File: config.mk
export PLATFORM = sky130hd
export DESIGN_NAME = observer_notify_scheduler_flat
export DESIGN_NICKNAME = d
export VERILOG_FILES = /design/src/rtl/observer_sched_pkg.sv /design/src/rtl/observer_notify_scheduler_if.sv /design/src/rtl/observer_notify_scheduler_table.sv /design/src/rtl/observer_notify_scheduler.sv /design/src/flat_wrapper.sv
export SDC_FILE = /design/constraint.sdc
export NUM_CORES = 1
export LEC_CHECK = 0
export ABC_AREA = 0
export CAP_MARGIN = 30
export CELL_PAD_IN_SITES_DETAIL_PLACEMENT = 1
export CELL_PAD_IN_SITES_GLOBAL_PLACEMENT = 1
export CORE_AREA = 2 2 193 195
export CTS_BUF_LIST = sky130_fd_sc_hd__clkbuf_8
export DETAILED_ROUTE_END_ITERATION = 6
export DIE_AREA = 0 0 195 197
export GPL_TIMING_DRIVEN = 0
export HOLD_SLACK_MARGIN = 0.12
export PLACE_DENSITY = 0.66
export SYNTH_ARGS = -nofsm -noshare
export SYNTH_HDL_FRONTEND = slang
export SYNTH_SLANG_ARGS = --single-unit
File: constraint.sdc
create_clock -name clk -period 7 [get_ports clk]
set_clock_uncertainty 0.2 [all_clocks]
set_input_delay 0.7 -clock clk [delete_from_list [all_inputs] [get_ports clk]]
set_output_delay 0.7 -clock clk [all_outputs]
set_load 0.01 [all_outputs]
File: src/rtl/observer_sched_pkg.sv
// Shared types for the observer notification scheduler: command opcodes,
// observer kinds, dispatch FSM states and the observer table entry.
package observer_sched_pkg;

  localparam int unsigned OBS_DATA_W = 32;

  typedef enum logic [1:0] {
    ADD_DISPLAY = 2'd0,
    ADD_ALARM   = 2'd1,
    REMOVE      = 2'd2,
    SET_TEMP    = 2'd3
  } cmd_op_e;

  typedef enum logic {
    DISPLAY = 1'b0,
    ALARM   = 1'b1
  } obs_kind_e;

  typedef enum logic [1:0] {
    IDLE   = 2'd0,
    SCAN   = 2'd1,
    NOTIFY = 2'd2,
    DONE   = 2'd3
  } sched_state_e;

  // id_or_thresh holds the display ID or the alarm threshold
  typedef struct packed {
    logic                  valid;
    obs_kind_e             kind;
    logic [OBS_DATA_W-1:0] id_or_thresh;
  } obs_entry_t;

endpackage

File: src/rtl/observer_notify_scheduler_if.sv
// Command, notification and status signals of the observer scheduler.
// master = command source / notification sink, slave = scheduler.
interface observer_notify_scheduler_if #(
  parameter int unsigned DATA_W  = 32,
  parameter int unsigned MAX_OBS = 4
);
  localparam int unsigned CNT_W = $clog2(MAX_OBS + 1);

  logic              cmd_valid;
  logic              cmd_ready;
  logic [1:0]        cmd_op;
  logic [DATA_W-1:0] cmd_arg;
  logic              cmd_err;
  logic              notify_valid;
  logic              notify_ready;
  logic [DATA_W-1:0] notify_id;
  logic              notify_kind;
  logic [DATA_W-1:0] notify_temp;
  logic              notify_alarm;
  logic              dispatch_done;
  logic              alarm_active;
  logic [CNT_W-1:0]  obs_count;

  modport master (
    output cmd_valid, cmd_op, cmd_arg, notify_ready,
    input  cmd_ready, cmd_err, notify_valid, notify_id, notify_kind,
           notify_temp, notify_alarm, dispatch_done, alarm_active, obs_count
  );

  modport slave (
    input  cmd_valid, cmd_op, cmd_arg, notify_ready,
    output cmd_ready, cmd_err, notify_valid, notify_id, notify_kind,
           notify_temp, notify_alarm, dispatch_done, alarm_active, obs_count
  );

endinterface

File: src/rtl/observer_notify_scheduler_table.sv
// Observer slot storage with lowest-free-slot search, ID match for
// removal/duplicate detection, and a registered occupancy count.
module observer_table
  import observer_sched_pkg::*;
#(
  parameter int unsigned       MAX_OBS       = 4,
  parameter int unsigned       DATA_W        = OBS_DATA_W,
  parameter logic [DATA_W-1:0] ALARM_ID_BASE = 32'hA1A0,
  localparam int unsigned      IDX_W         = $clog2(MAX_OBS),
  localparam int unsigned      CNT_W         = $clog2(MAX_OBS + 1)
) (
  input  logic              clk,
  input  logic              rst,
  input  logic              add_i,
  input  logic              rm_i,
  input  obs_kind_e         kind_i,
  input  logic [DATA_W-1:0] arg_i,
  input  logic [IDX_W-1:0]  rd_idx_i,
  output obs_entry_t        rd_entry_o,
  output logic              full_o,
  output logic              dup_o,
  output logic              match_o,
  output logic [CNT_W-1:0]  obs_count_o
);

  obs_entry_t       slots_q [MAX_OBS];
  logic [CNT_W-1:0] count_q;
  logic [IDX_W-1:0] free_idx;
  logic [IDX_W-1:0] match_idx;
  logic             free_found;
  logic             match_found;
  logic             dup_found;

  // Descending scan so the lowest free slot wins
  always_comb begin
    free_found  = 1'b0;
    free_idx    = '0;
    match_found = 1'b0;
    match_idx   = '0;
    dup_found   = 1'b0;
    for (int i = int'(MAX_OBS) - 1; i >= 0; i--) begin
      if (!slots_q[i].valid) begin
        free_found = 1'b1;
        free_idx   = IDX_W'(i);
      end
    end
    for (int i = 0; i < int'(MAX_OBS); i++) begin
      if (slots_q[i].valid) begin
        if (slots_q[i].kind == DISPLAY && slots_q[i].id_or_thresh == arg_i) begin
          dup_found   = 1'b1;
          match_found = 1'b1;
          match_idx   = IDX_W'(i);
        end
        if (slots_q[i].kind == ALARM && (ALARM_ID_BASE + DATA_W'(i)) == arg_i) begin
          match_found = 1'b1;
          match_idx   = IDX_W'(i);
        end
      end
    end
  end

  always_ff @(posedge clk or posedge rst) begin
    if (rst) begin
      for (int i = 0; i < int'(MAX_OBS); i++) slots_q[i] <= '0;
      count_q <= '0;
    end else if (add_i) begin
      slots_q[free_idx] <= '{valid: 1'b1, kind: kind_i, id_or_thresh: arg_i};
      count_q           <= count_q + CNT_W'(1);
    end else if (rm_i) begin
      slots_q[match_idx].valid <= 1'b0;
      count_q                  <= count_q - CNT_W'(1);
    end
  end

  assign rd_entry_o  = slots_q[rd_idx_i];
  assign full_o      = !free_found;
  assign dup_o       = dup_found;
  assign match_o     = match_found;
  assign obs_count_o = count_q;

endmodule

File: src/rtl/observer_notify_scheduler.sv
// Observer notification scheduler: command handling, temperature latch and
// per-slot dispatch FSM. Define NOTIFY_ON_CHANGE_EN to skip repeated temps.
module observer_notify_scheduler
  import observer_sched_pkg::*;
#(
  parameter int unsigned       MAX_OBS       = 4,
  parameter int unsigned       DATA_W        = OBS_DATA_W,
  parameter logic [DATA_W-1:0] ALARM_ID_BASE = 32'hA1A0
) (
  input logic                        clk,
  input logic                        rst,
  observer_notify_scheduler_if.slave bus
);

  localparam int unsigned IDX_W = $clog2(MAX_OBS);
  localparam int unsigned CNT_W = $clog2(MAX_OBS + 1);

  sched_state_e      state_q, state_d;
  logic [IDX_W-1:0]  idx_q, idx_d;
  logic [DATA_W-1:0] temp_q, temp_d;
  logic              acc_q, acc_d;
  logic              cmd_ready_q, cmd_ready_d;
  logic              cmd_err_q, cmd_err_d;
  logic              notify_valid_q, notify_valid_d;
  logic [DATA_W-1:0] notify_id_q, notify_id_d;
  logic              notify_kind_q, notify_kind_d;
  logic              notify_alarm_q, notify_alarm_d;
  logic              done_q, done_d;
  logic              alarm_active_q, alarm_active_d;
`ifdef NOTIFY_ON_CHANGE_EN
  logic              seen_q, seen_d;
`endif

  cmd_op_e           op_c;
  obs_entry_t        cur_entry;
  logic              tbl_add, tbl_rm, tbl_full, tbl_dup, tbl_match;
  logic [CNT_W-1:0]  tbl_count;

  assign op_c = cmd_op_e'(bus.cmd_op);

  observer_table #(
    .MAX_OBS      (MAX_OBS),
    .DATA_W       (DATA_W),
    .ALARM_ID_BASE(ALARM_ID_BASE)
  ) u_table (
    .clk        (clk),
    .rst        (rst),
    .add_i      (tbl_add),
    .rm_i       (tbl_rm),
    .kind_i     ((op_c == ADD_ALARM) ? ALARM : DISPLAY),
    .arg_i      (bus.cmd_arg),
    .rd_idx_i   (idx_q),
    .rd_entry_o (cur_entry),
    .full_o     (tbl_full),
    .dup_o      (tbl_dup),
    .match_o    (tbl_match),
    .obs_count_o(tbl_count)
  );

  always_comb begin
    state_d        = state_q;
    idx_d          = idx_q;
    temp_d         = temp_q;
    acc_d          = acc_q;
    cmd_err_d      = 1'b0;
    notify_valid_d = notify_valid_q;
    notify_id_d    = notify_id_q;
    notify_kind_d  = notify_kind_q;
    notify_alarm_d = notify_alarm_q;
    alarm_active_d = alarm_active_q;
    tbl_add        = 1'b0;
    tbl_rm         = 1'b0;
`ifdef NOTIFY_ON_CHANGE_EN
    seen_d         = seen_q;
`endif
    case (state_q)
      IDLE: begin
        if (bus.cmd_valid) begin
          case (op_c)
            ADD_DISPLAY, ADD_ALARM: begin
              if (tbl_full || (op_c == ADD_DISPLAY && tbl_dup)) cmd_err_d = 1'b1;
              else                                              tbl_add   = 1'b1;
            end
            REMOVE: begin
              if (tbl_match) tbl_rm    = 1'b1;
              else           cmd_err_d = 1'b1;
            end
            SET_TEMP: begin
              temp_d = bus.cmd_arg;
              acc_d  = 1'b0;
              idx_d  = '0;
`ifdef NOTIFY_ON_CHANGE_EN
              seen_d = 1'b1;
              if (seen_q && bus.cmd_arg == temp_q) state_d = DONE;
              else                                 state_d = SCAN;
`else
              state_d = SCAN;
`endif
            end
            default: ;
          endcase
        end
      end
      SCAN: begin
        if (cur_entry.valid) begin
          state_d        = NOTIFY;
          notify_valid_d = 1'b1;
          notify_kind_d  = cur_entry.kind;
          notify_id_d    = (cur_entry.kind == DISPLAY) ? cur_entry.id_or_thresh
                                                       : ALARM_ID_BASE + DATA_W'(idx_q);
          notify_alarm_d = (cur_entry.kind == ALARM) && (temp_q > cur_entry.id_or_thresh);
          acc_d          = acc_q | notify_alarm_d;
        end else if (idx_q == IDX_W'(MAX_OBS - 1)) begin
          state_d = DONE;
        end else begin
          idx_d = idx_q + IDX_W'(1);
        end
      end
      NOTIFY: begin
        if (bus.notify_ready) begin
          notify_valid_d = 1'b0;
          if (idx_q == IDX_W'(MAX_OBS - 1)) begin
            state_d = DONE;
          end else begin
            state_d = SCAN;
            idx_d   = idx_q + IDX_W'(1);
          end
        end
      end
      DONE:    state_d = IDLE;
      default: state_d = IDLE;
    endcase
    cmd_ready_d = (state_d == IDLE);
    done_d      = (state_d == DONE);
    // A skipped dispatch enters DONE straight from IDLE and keeps the old alarm state
    if (state_d == DONE && state_q != IDLE) alarm_active_d = acc_q;
  end

  always_ff @(posedge clk or posedge rst) begin
    if (rst) begin
      state_q        <= IDLE;
      idx_q          <= '0;
      temp_q         <= '0;
      acc_q          <= 1'b0;
      cmd_ready_q    <= 1'b1;
      cmd_err_q      <= 1'b0;
      notify_valid_q <= 1'b0;
      notify_id_q    <= '0;
      notify_kind_q  <= 1'b0;
      notify_alarm_q <= 1'b0;
      done_q         <= 1'b0;
      alarm_active_q <= 1'b0;
    end else begin
      state_q        <= state_d;
      idx_q          <= idx_d;
      temp_q         <= temp_d;
      acc_q          <= acc_d;
      cmd_ready_q    <= cmd_ready_d;
      cmd_err_q      <= cmd_err_d;
      notify_valid_q <= notify_valid_d;
      notify_id_q    <= notify_id_d;
      notify_kind_q  <= notify_kind_d;
      notify_alarm_q <= notify_alarm_d;
      done_q         <= done_d;
      alarm_active_q <= alarm_active_d;
    end
  end

`ifdef NOTIFY_ON_CHANGE_EN
  always_ff @(posedge clk or posedge rst) begin
    if (rst) seen_q <= 1'b0;
    else     seen_q <= seen_d;
  end
`endif

  assign bus.cmd_ready     = cmd_ready_q;
  assign bus.cmd_err       = cmd_err_q;
  assign bus.notify_valid  = notify_valid_q;
  assign bus.notify_id     = notify_id_q;
  assign bus.notify_kind   = notify_kind_q;
  assign bus.notify_temp   = temp_q;
  assign bus.notify_alarm  = notify_alarm_q;
  assign bus.dispatch_done = done_q;
  assign bus.alarm_active  = alarm_active_q;
  assign bus.obs_count     = tbl_count;

endmodule

File: src/flat_wrapper.sv
// flat-port wrapper written by rule: the top's interface ports become plain ports
module observer_notify_scheduler_flat import observer_sched_pkg::*;
#(
  parameter int unsigned       MAX_OBS       = 4,
  parameter int unsigned       DATA_W        = OBS_DATA_W,
  parameter logic [DATA_W-1:0] ALARM_ID_BASE = 32'hA1A0
)
  (clk, rst, bus_cmd_valid, bus_cmd_op, bus_cmd_arg, bus_notify_ready, bus_cmd_ready, bus_cmd_err, bus_notify_valid, bus_notify_id, bus_notify_kind, bus_notify_temp, bus_notify_alarm, bus_dispatch_done, bus_alarm_active, bus_obs_count);
  observer_notify_scheduler_if #(.DATA_W(DATA_W), .MAX_OBS(MAX_OBS)) bus_i ();
  input logic clk;
  input logic rst;
  input wire logic [$bits(bus_i.cmd_valid)-1:0] bus_cmd_valid;
  input wire logic [$bits(bus_i.cmd_op)-1:0] bus_cmd_op;
  input wire logic [$bits(bus_i.cmd_arg)-1:0] bus_cmd_arg;
  input wire logic [$bits(bus_i.notify_ready)-1:0] bus_notify_ready;
  output wire logic [$bits(bus_i.cmd_ready)-1:0] bus_cmd_ready;
  output wire logic [$bits(bus_i.cmd_err)-1:0] bus_cmd_err;
  output wire logic [$bits(bus_i.notify_valid)-1:0] bus_notify_valid;
  output wire logic [$bits(bus_i.notify_id)-1:0] bus_notify_id;
  output wire logic [$bits(bus_i.notify_kind)-1:0] bus_notify_kind;
  output wire logic [$bits(bus_i.notify_temp)-1:0] bus_notify_temp;
  output wire logic [$bits(bus_i.notify_alarm)-1:0] bus_notify_alarm;
  output wire logic [$bits(bus_i.dispatch_done)-1:0] bus_dispatch_done;
  output wire logic [$bits(bus_i.alarm_active)-1:0] bus_alarm_active;
  output wire logic [$bits(bus_i.obs_count)-1:0] bus_obs_count;
  assign bus_i.cmd_valid = bus_cmd_valid;
  assign bus_i.cmd_op = bus_cmd_op;
  assign bus_i.cmd_arg = bus_cmd_arg;
  assign bus_i.notify_ready = bus_notify_ready;
  assign bus_cmd_ready = bus_i.cmd_ready;
  assign bus_cmd_err = bus_i.cmd_err;
  assign bus_notify_valid = bus_i.notify_valid;
  assign bus_notify_id = bus_i.notify_id;
  assign bus_notify_kind = bus_i.notify_kind;
  assign bus_notify_temp = bus_i.notify_temp;
  assign bus_notify_alarm = bus_i.notify_alarm;
  assign bus_dispatch_done = bus_i.dispatch_done;
  assign bus_alarm_active = bus_i.alarm_active;
  assign bus_obs_count = bus_i.obs_count;
  observer_notify_scheduler #(.MAX_OBS(MAX_OBS), .DATA_W(DATA_W), .ALARM_ID_BASE(ALARM_ID_BASE)) u_core (.clk(clk), .rst(rst), .bus(bus_i));
endmodule
Word level (Yosys, flattened, before mapping) --
Cells that the tools add are included.
Cells by class: div/mod/pow operators 0, magnitude comparators 6, equal/unequal tests 21, shift-type cells 0, reductions and logical operators 29, add/subtract/negate cells 4, $mul 0, bitwise logic cells 8, muxes and demuxes 84
Operators with widths (number):
- bitwise mux 136 bit | 2
- 2-to-1 mux 136 bit | 2
- demux 34 bit (select 2 bit) | 2
- 2-to-1 mux 34 bit | 4
- equality test 16 x 32 -> 1 bit, first input constant | 4
- equality test 32 bit | 4
- binary-select mux 34 bit (select 2 bit) | 1
- 2-to-1 mux 2 bit | 23
- 2-to-1 mux 1 bit | 42
- > comparator 32 bit | 1
- 2-to-1 mux 32 bit | 1
- adder 16 x 2 -> 17 bit, first input constant | 1
- logical AND 1 bit | 13
- equality test 2 bit, second input constant | 6
- greater-or-equal comparator 3 bit, second input constant | 3
- NOT 2 -> 3 bit | 3
- != test 2 bit, second input constant | 4
- one-hot mux 2 bit (4 select lines) | 1
- nonzero test 2 bit | 4
- zero test 2 bit | 3
- less-than comparator 3 x 1 -> 1 bit, second input constant | 2
- 2-to-1 mux 3 bit | 2
- one-hot mux 1 bit (2 select lines) | 3
- one-hot mux 2 bit (3 select lines) | 1
- other kinds (15) | 20
Word-level totals: memories kept 0, output and inout port bits 74, memory bits (read-only) 0, latch bits 0, register bits 215, bits in writable memories 0, bits of input ports 38

Depth between registers and ports, before layout --
Gate-level depths: netlist of the first run.
depth in word-level cells 20, depth in mapped cells 13

By module --
Synthesis of the first run repeated with hierarchy kept, for this count alone.
Unflattened totals: cells, all modules 972, area, all modules 11753.8 µm²
By module, submodules not included:
- observer_table | instances 1, seq. area each 3478.3 µm², area an instance 7823.8 µm², cells an instance 598
- observer_notify_scheduler | instances 1, seq. area each 1903.1 µm², area an instance 3930.0 µm², cells an instance 374

Least setup slack after synthesis of the first run --
No wires, ideal clock.
path kind register to register, start point register u_core.idx_q[0], end point register u_core.acc_q, path buffers 2, path slack 3.373 ns, setup time 0.129 ns, clock period less this slack 3.627 ns, required time 6.671 ns, data arrival time 3.297 ns, cell stages (with the launch flop) 14, cells stage by stage dfrtp_1 buf_2 buf_1 mux4_2 inv_1 ha_1 a21o_1 a21o_1 a21o_1 a21oi_1 o21ai_0 a221o_1 o21ai_0 o21ai_0
On the way: longest elaborated chain between the ends 9, elaborated cells between the ends (all ways) 11, classes of those cells order compare: 1; eq/ne: 1; mux: 5; bitwise: 2; reduce/logical: 2
RTL lines:
- from (decl) | RTL line observer_notify_scheduler.sv:19 | logic [IDX_W-1:0] idx_q, idx_d;
- from (signal assigned) | RTL line observer_notify_scheduler.sv:155 | idx_q <= idx_d;
- NOT 2 -> 3 bit (implied by the code) (*) | RTL line observer_notify_scheduler_table.sv:75 | assign rd_entry_o = slots_q[rd_idx_i];
- binary-select mux 34 bit (select 2 bit) (*) | RTL line observer_notify_scheduler_table.sv:75
- 2-to-1 mux 34 bit (implied by the code) (*) (2 in series) | RTL line observer_notify_scheduler_table.sv:75
- > comparator 32 bit | RTL line observer_notify_scheduler.sv:111 | notify_alarm_d = (cur_entry.kind == ALARM) && (temp_q > cur_entry.id_or_thresh);
- logical AND 1 bit | RTL line observer_notify_scheduler.sv:111
- OR 1 bit | RTL line observer_notify_scheduler.sv:112 | acc_d = acc_q | notify_alarm_d;
- 2-to-1 mux 1 bit | RTL line observer_notify_scheduler.sv:105 | if (cur_entry.valid) begin
- one-hot mux 1 bit (2 select lines) | RTL line observer_notify_scheduler.sv:76 | case (state_q)
- to (signal assigned) | RTL line observer_notify_scheduler.sv:144 | acc_q <= 1'b0;
- to (signal assigned) | RTL line observer_notify_scheduler.sv:157 | acc_q <= acc_d;
- to (decl) | RTL line observer_notify_scheduler.sv:21 | logic acc_q, acc_d;
Mark *: on every way between the ends. The rest lies on a longest branch, timed or not. The select of a mux whose other input is x is not followed. A chain may end at the register's enable or synchronous reset.

Worst setup path after layout of the first run --
start point register u_core.idx_q[1], end point register u_core.acc_q
Same word-level chain as after synthesis.

==> metrics.txt, run 1 <==
Root Driver=clkbuf_8; Hold Vio Cnt, Final=0; CTS tree=yes; drt drc=0; antenna viol nets, final=0; post-CTS sizing=0; yosys warns=0; Pleak=6.49 nW; Core Util, Final=40.7%; asr flop ratio synth=100%; fill count=3885; chip width=195 um; Final Instance Area=0.0148 sq mm; Die Ht=197 um; GRT Resource Usage Total=22.7%; Synth area leaders=dfrtp_1 43%, mux2_4 14%, xor2_1 8.3%; Overflow after GRT=0; final net count=1214; Setup-failing EPs final=0; Final Cycle Share=68.5%; hold bufs inserted after CTS=0; Worst path slowest cell=buf_1; H-tree depth=2; CP arrival=between 5 and 6 ns; outcome=completed; maximum vdd drop=0.133 mV; FF-to-FF path depth=13; area of the multi-input gates=0.00659 sq mm; Final Max Slew Viols=0; register area=0.00538 sq mm; register area share after synthesis=between 40% and 50%; area grow syn2layout=17.6%; worst-skew pair later-pin latency=0.60 ns; final worst path period need=roughly 4.8 ns; post-place setup slack=between 2 and 2.5 ns; first-pass GRT wire length=63500 um; Max Freq=roughly 0.21 GHz; Port Buffers=79; share of the synthesized area in the top cell type=a little over two fifths; Initial Utilization=between 30 and 40%; Netlist cell types=58; # diodes=0; initial antenna violation count=4; post-CTS setup buffers=0; Cell Area, Synth=0.0126 sq mm; Critical Path Sink Type=flip-flop; clk buf depth=3; Vias/cell=5.42; worst path cell trace=clkbuf_1, buf_1, mux4_2, inv_1, ha_1, a21o_1, a21o_1, a21oi_1, o21ai_0, a211oi_1, o22ai_1, o21ai_0, o21ai_0; slowest cell delay on critical path=0.73 ns; vias in the first global route=9501; CP most frequent cell=o21ai_0; Post-Syn Instances=between 1000 and 1500; CTS Buf Count=42; final hold slack=0.208 ns; Mapped Avg Cell Area=12.4 sq um; CTS clk-pin slew, worst paths=0.06 ns; Core Area=0.0363 sq mm; DRT iter0 DRCs=626; Crit Path Max Fanout=10; Bufs and invs on worst path=3; RSZ-0062 raised after global routing=false; DR pass1 iterations=5; routed len/inst=26.4 um; Post-synth EDFFs=0; PwrDens=a little under 500 mW/mm^2; IO Pins=112; Row Count=70; Startpoint Class=flip-flop; final WL=42900 um; Seq cells post-synth=between 200 and 250; share of post-route cells with drive strength above 1=26.1%; Synth Net Count=1085; Synth Flop Type=dfrtp_1; GP Congestion=0.904; Relative slew margins=30.1%; hold path cells=2; MaxCap Viol Count=0; clock sinks=between 200 and 250; Final WS setup=between 2 and 2.5 ns; DP Area=0.0140 sq mm; CP Data Required Time=7.25 ns; total vias in the final route=8819; CP top delay family=compound AO/OA/AOI/OAI gates; Crit path depth=13; cell taking the most area after synthesis=dfrtp_1; largest net degree at the start of global routing=114; Setup CP Type=reg2reg; post-DP HPWL=~33000 um; slew at the pin with the worst max-slew slack=1.05 ns; Hold WC Path Type=in2reg; Die Area=roughly 0.038 sq mm
-- where the power goes --
group	total [mW]	internal, mW	switching [mW]
combinational	3.60	1.75	1.85
sequential	2.41	1.83	0.580
clock	1.19	0.633	0.557
-- per-layer routing --
layer,GRT usage [%],vias to the layer above,wire [um]
met4,7.32,4,1180
met3,5.70,78,2510
met2,35.4,235,19700
li1,-,3903,-
met5,0,-,27
met1,30.8,4599,19500
-- layout by cell type, fill, tap and decap left out, types with 26 or more instances in the layout --
master / Yosys / routed
clkbuf_8: 0 / 50
mux4_2: 33 / 33
mux2_4: 116 / 116
clkdlybuf4s50_1: 0 / 79
xor2_1: 119 / 119
o21ai_0: 28 / 28
nand2_1: 52 / 52
buf_2: 28 / 29
inv_1: 40 / 52
o31ai_1: 26 / 26
mux2_2: 38 / 38
nor4_1: 53 / 53
ha_1: 37 / 37
dfrtp_1: 214 / 214
-- worst paths after layout --
kind | start | to | slack, ns
worst max register to register | u_core.idx_q[1] | u_core.acc_q | 2.21
worst min register to register | u_core.bus.notify_id[2] | u_core.bus.notify_id[2] | 0.27
worst max-delay path | u_core.idx_q[1] | u_core.acc_q | 2.21
worst min-delay path | bus_cmd_arg[10] | u_core.u_table.slots_q[44] | 0.21
min in group asynchronous | rst | u_core.bus.notify_id[23] | 0.49
max in group asynchronous | rst | u_core.bus.cmd_ready | 5.07
-- stage by stage --
stage,setup TNS (ns),total power [mW],std cells
6_report,0,7.19,1626
5_1_grt,0,7.63,1626
3_5_place_dp,0,6.00,1562
2_1_floorplan,0,4.50,1009
4_1_cts,0,7.23,1626
3_3_place_gp,-635.11,5.87,1556
-- final cells by class --
| type | instances | area share, % |
|---|---|---|
| inverter | 40 | 1.07 |
| tap | 468 | 3.96 |
| timing repair buffer | 85 | 5.96 |
| sequential | 215 | 36.4 |
| clock inverter | 14 | 0.364 |
| buffer | 70 | 2.91 |
| multi-input combinational | 684 | 44.6 |
| clock buffer | 50 | 4.66 |
-- cells in the mapped netlist (2+ instances only) --
master    count
a211oi_1      4
o31ai_1      26
nor4b_1       3
nand3b_1      2
nor3_4        3
buf_4         3
buf_1         6
mux2_2       38
nand4_1      21
xor2_1      119
buf_6        16
mux4_2       33
nand3_1      16
mux2i_1       2
nor3b_1       3
ha_1         37
nand4b_1      3
nor3_1       15
nor2b_1       4
mux2_4      116
a21o_1       15
clkbuf_1     17
a21oi_1       9
xnor2_1      11
or3_1         4
nor2_1       23
dfrtp_1     214
mux2_1       13
inv_1        40
o21a_1        2
buf_2        28
nand2b_1      7
nand2_1      52
nor4_1       53
o21ai_0      28
-- flip-flops by register name (all words and copies together), names as in the netlist, 2 cells and up --
name,flops
u_core.u_table.slots_q,136
u_core.bus.notify_id,32
u_core.bus.notify_temp,32
u_core.u_table.obs_count_o,3
u_core.idx_q,2
u_core.state_q,2
-- worst register-to-register path, stage by stage (launching register included) --
cell and delay, ns:
dfrtp_1 0.35, clkbuf_1 0.61, buf_1 0.74, mux4_2 0.43, inv_1 0.10, ha_1 0.24, a21o_1 0.17, a21o_1 0.18
a21oi_1 0.15, o21ai_0 0.11, a211oi_1 0.36, o22ai_1 0.24, o21ai_0 0.62, o21ai_0 0.16
-- cells by family after synthesis --
kind of cell	Yosys count	share of synthesized area [%]
AND/OR/NAND/NOR	220	9.98
flip-flops	215	42.9
multiplexers	202	24.5
XOR/XNOR	130	9.07
buffers and inverters	110	4.61
AO/OA/AOI/OAI	94	5.10
adder cells (fa/ha/maj)	38	3.85
Power figures use the tool's default switching activity.
==> inputs of run 2 (changes only) <==
--- a/config.mk
+++ b/config.mk
@@ -15,7 +15,7 @@
 export DIE_AREA = 0 0 195 197
 export GPL_TIMING_DRIVEN = 0
 export HOLD_SLACK_MARGIN = 0.12
-export PLACE_DENSITY = 0.66
+export PLACE_DENSITY = 0.64
 export SYNTH_ARGS = -nofsm -noshare
 export SYNTH_HDL_FRONTEND = slang
 export SYNTH_SLANG_ARGS = --single-unit
==> constraint.sdc (replaced) <==
create_clock -name clk -period 5 [get_ports clk]
set_clock_uncertainty 0.2 [all_clocks]
set_input_delay 0.5 -clock clk [delete_from_list [all_inputs] [get_ports clk]]
set_output_delay 0.5 -clock clk [all_outputs]
set_load 0.01 [all_outputs]
==> run 2 against run 1 <==
  * Wire length rose by 0.63%
  * Die area did not move
  * Critical path depth did not move
  * Highest routed layer is now met4
  * Sequential share of layout area fell by 0.58 points
  * Critical path type unchanged
  * Register-to-register slack got worse by 2.0 ns
  * Clock power rose by 41%
==> metrics.txt, run 2 (synthesis results as in run 1) <==
post-DP HPWL=33600 um (was 32600 um); clk buf depth=3 (unchanged); CTS tree=yes (unchanged); CP most frequent cell=a21o_1 (was o21ai_0); Max Freq=0.209 GHz (about the same); setup slack, reg-to-reg=0.21 ns (was 2.21 ns); first-pass GRT wire length=65100 um (was 63500 um); H-tree depth=2 (unchanged); DR pass1 iterations=4 (was 5); Top reg by flops=u_core.u_table.slots_q (unchanged); drt drc=0 (unchanged); CP arrival=5.02 ns (was 5.04 ns); Post-Route Setup TNS=0 ns (unchanged); IO Pins=112 (unchanged); DRT iter0 DRCs=534 (was 626); largest net degree at the start of global routing=41 (was 114); Setup crit end=u_core.acc_q (unchanged); GRT Resource Usage Total=23.2% (was 22.7%); Final Cycle Share=95.7% (was 68.5%); worst-skew pair later-pin latency=0.58 ns (was 0.60 ns); CTS clk-pin slew, worst paths=0.06 ns (about the same); Setup-failing EPs final=0 (unchanged); # diodes=0 (unchanged); most frequent cells in the layout=214 x dfrtp_1, 119 x xor2_1, 116 x mux2_4 (unchanged); antenna viol nets, final=0 (unchanged); slew at the pin with the worst max-slew slack=0.989 ns (was 1.05 ns); DP Area=0.0141 sq mm (was 0.0140 sq mm); Final Instance Area=0.0150 sq mm (was 0.0148 sq mm); Core Util, Final=41.4% (was 40.7%); clock sinks=215 (unchanged); post-CTS setup buffers=0 (unchanged); Port Buffers=79 (unchanged); total vias in the final route=8771 (was 8819); MaxCap Viol Count=0 (unchanged); Non-Filler Instances=1649 (was 1626); commonest non-fill, non-tap cell in the layout=dfrtp_1 (unchanged); CP Data Required Time=5.23 ns (was 7.25 ns); Final Max Slew Viols=0 (unchanged); Crit Path Max Fanout=10 (unchanged); Setup CP Type=reg2reg (unchanged); Relative slew margins=33.4% (was 30.1%); Pwr Total=10.1 mW (was 7.19 mW); RSZ-0062 raised after global routing=false (unchanged); Hold WC Path Type=in2reg (unchanged); Overflow after GRT=0 (unchanged); final WL=43200 um (was 42900 um); slowest cell delay on critical path=0.68 ns (was 0.73 ns); area grow syn2layout=19.6% (was 17.6%); GP Congestion=0.916 (was 0.904); maximum vdd drop=0.204 mV (was 0.133 mV); Critical Path Sink Type=flip-flop (unchanged); CTS Buf Count=42 (unchanged); Bufs and invs on worst path=3 (unchanged); register area=0.00538 sq mm (unchanged); worst setup path start=u_core.idx_q[1] (unchanged); Initial Utilization=34.6% (unchanged); Row Count=70 (unchanged); final net count=1230 (was 1214); fill count=3863 (was 3885); initial antenna violation count=2 (was 4); Crit path depth=13 (unchanged); max FFs per register=136 (unchanged); Die Ht=197 um (unchanged); Root Driver=clkbuf_8 (unchanged); Hold Vio Cnt, Final=0 (unchanged); Worst path slowest cell=clkbuf_1 (was buf_1); CP top delay family=compound AO/OA/AOI/OAI gates (unchanged); chip width=195 um (unchanged); worst reg2reg path startpoint=u_core.idx_q[1] (unchanged); routed len/inst=26.2 um (was 26.4 um); Startpoint Class=flip-flop (unchanged); Die Area=0.0384 sq mm (unchanged); worst path cell trace=clkbuf_1, clkbuf_1, mux4_2, inv_1, ha_1, a21o_1, a21o_1, a21o_1, a21o_1, a211oi_1, o22ai_1, o21ai_0, o21ai_0 (was clkbuf_1, buf_1, mux4_2, inv_1, ha_1, a21o_1, a21o_1, a21oi_1, o21ai_0, a211oi_1, o22ai_1, o21ai_0, o21ai_0); FF-to-FF path depth=13 (unchanged); Vias/cell=5.32 (was 5.42); area of the multi-input gates=0.00659 sq mm (unchanged); PwrDens=673 mW/mm^2 (was 487 mW/mm^2); FF-to-FF End=u_core.acc_q (unchanged); share of post-route cells with drive strength above 1=26.4% (was 26.1%); final worst path period need=4.79 ns (about the same); Pleak=6.60 nW (was 6.49 nW); Cells after DPL=1566 (was 1562); vias in the first global route=9586 (was 9501); Core Area=0.0363 sq mm (unchanged); outcome=completed (unchanged)
==> run 2: how the worst min path moves through the flow <==
stage / start / to / slack [ns] / depth (start not counted)
2_1_floorplan: u_core.acc_q / u_core.acc_q / 0.27 / 2
3_3_place_gp: u_core.bus.notify_id[16] / u_core.bus.notify_id[16] / 0.26 / 2
3_5_place_dp: u_core.u_table.obs_count_o[2] / u_core.u_table.obs_count_o[2] / 0.27 / 1
4_1_cts: bus_cmd_arg[17] / u_core.u_table.slots_q[119] / 0.12 / 2
5_1_grt: bus_cmd_arg[3] / u_core.u_table.slots_q[71] / 0.14 / 2
6_report: bus_cmd_arg[17] / u_core.u_table.slots_q[119] / 0.15 / 2
==> run 2: area by class of cell <==
cell class / count / area share, %
Multi-Input combinational cell: 684 / 43.9
Sequential cell: 215 / 35.9
Timing Repair Buffer: 101 / 7.24
Clock buffer: 50 / 4.58
Tap cell: 468 / 3.90
Buffer: 70 / 2.87
Inverter: 40 / 1.03
Clock inverter: 21 / 0.592
==> run 2: power breakdown <==
group | switching [mW] | total, mW | internal (mW)
Clock | 0.779 | 1.68 | 0.898
Sequential | 0.811 | 3.37 | 2.56
Combinational | 2.60 | 5.06 | 2.46
Total | 4.19 | 10.1 | 5.91
==> run 2: per-layer routing <==
layer	global-route usage, %	up-vias	share of wire (%)
met5	0	-	0
met4	6.19	0	2.3
met3	5.05	62	5.0
met2	37.0	208	46
met1	32.1	4567	46
li1	-	3934	-
==> run 2: stage by stage <==
stage	worst slack [ns]	hold slack (ns)
global route	0.0966	0.140
finish	0.214	0.154
floorplan	1.37	0.268
global placement	-0.393	0.263
CTS	0.150	0.125
detailed placement	-0.00743	0.266
==> run 2: what timing repair did <==
action                                 CTS  global route
hold buffers                            12             0
endpoints found under the hold margin   46             0
setup endpoints to repair                1             0
resized for setup                        1             0
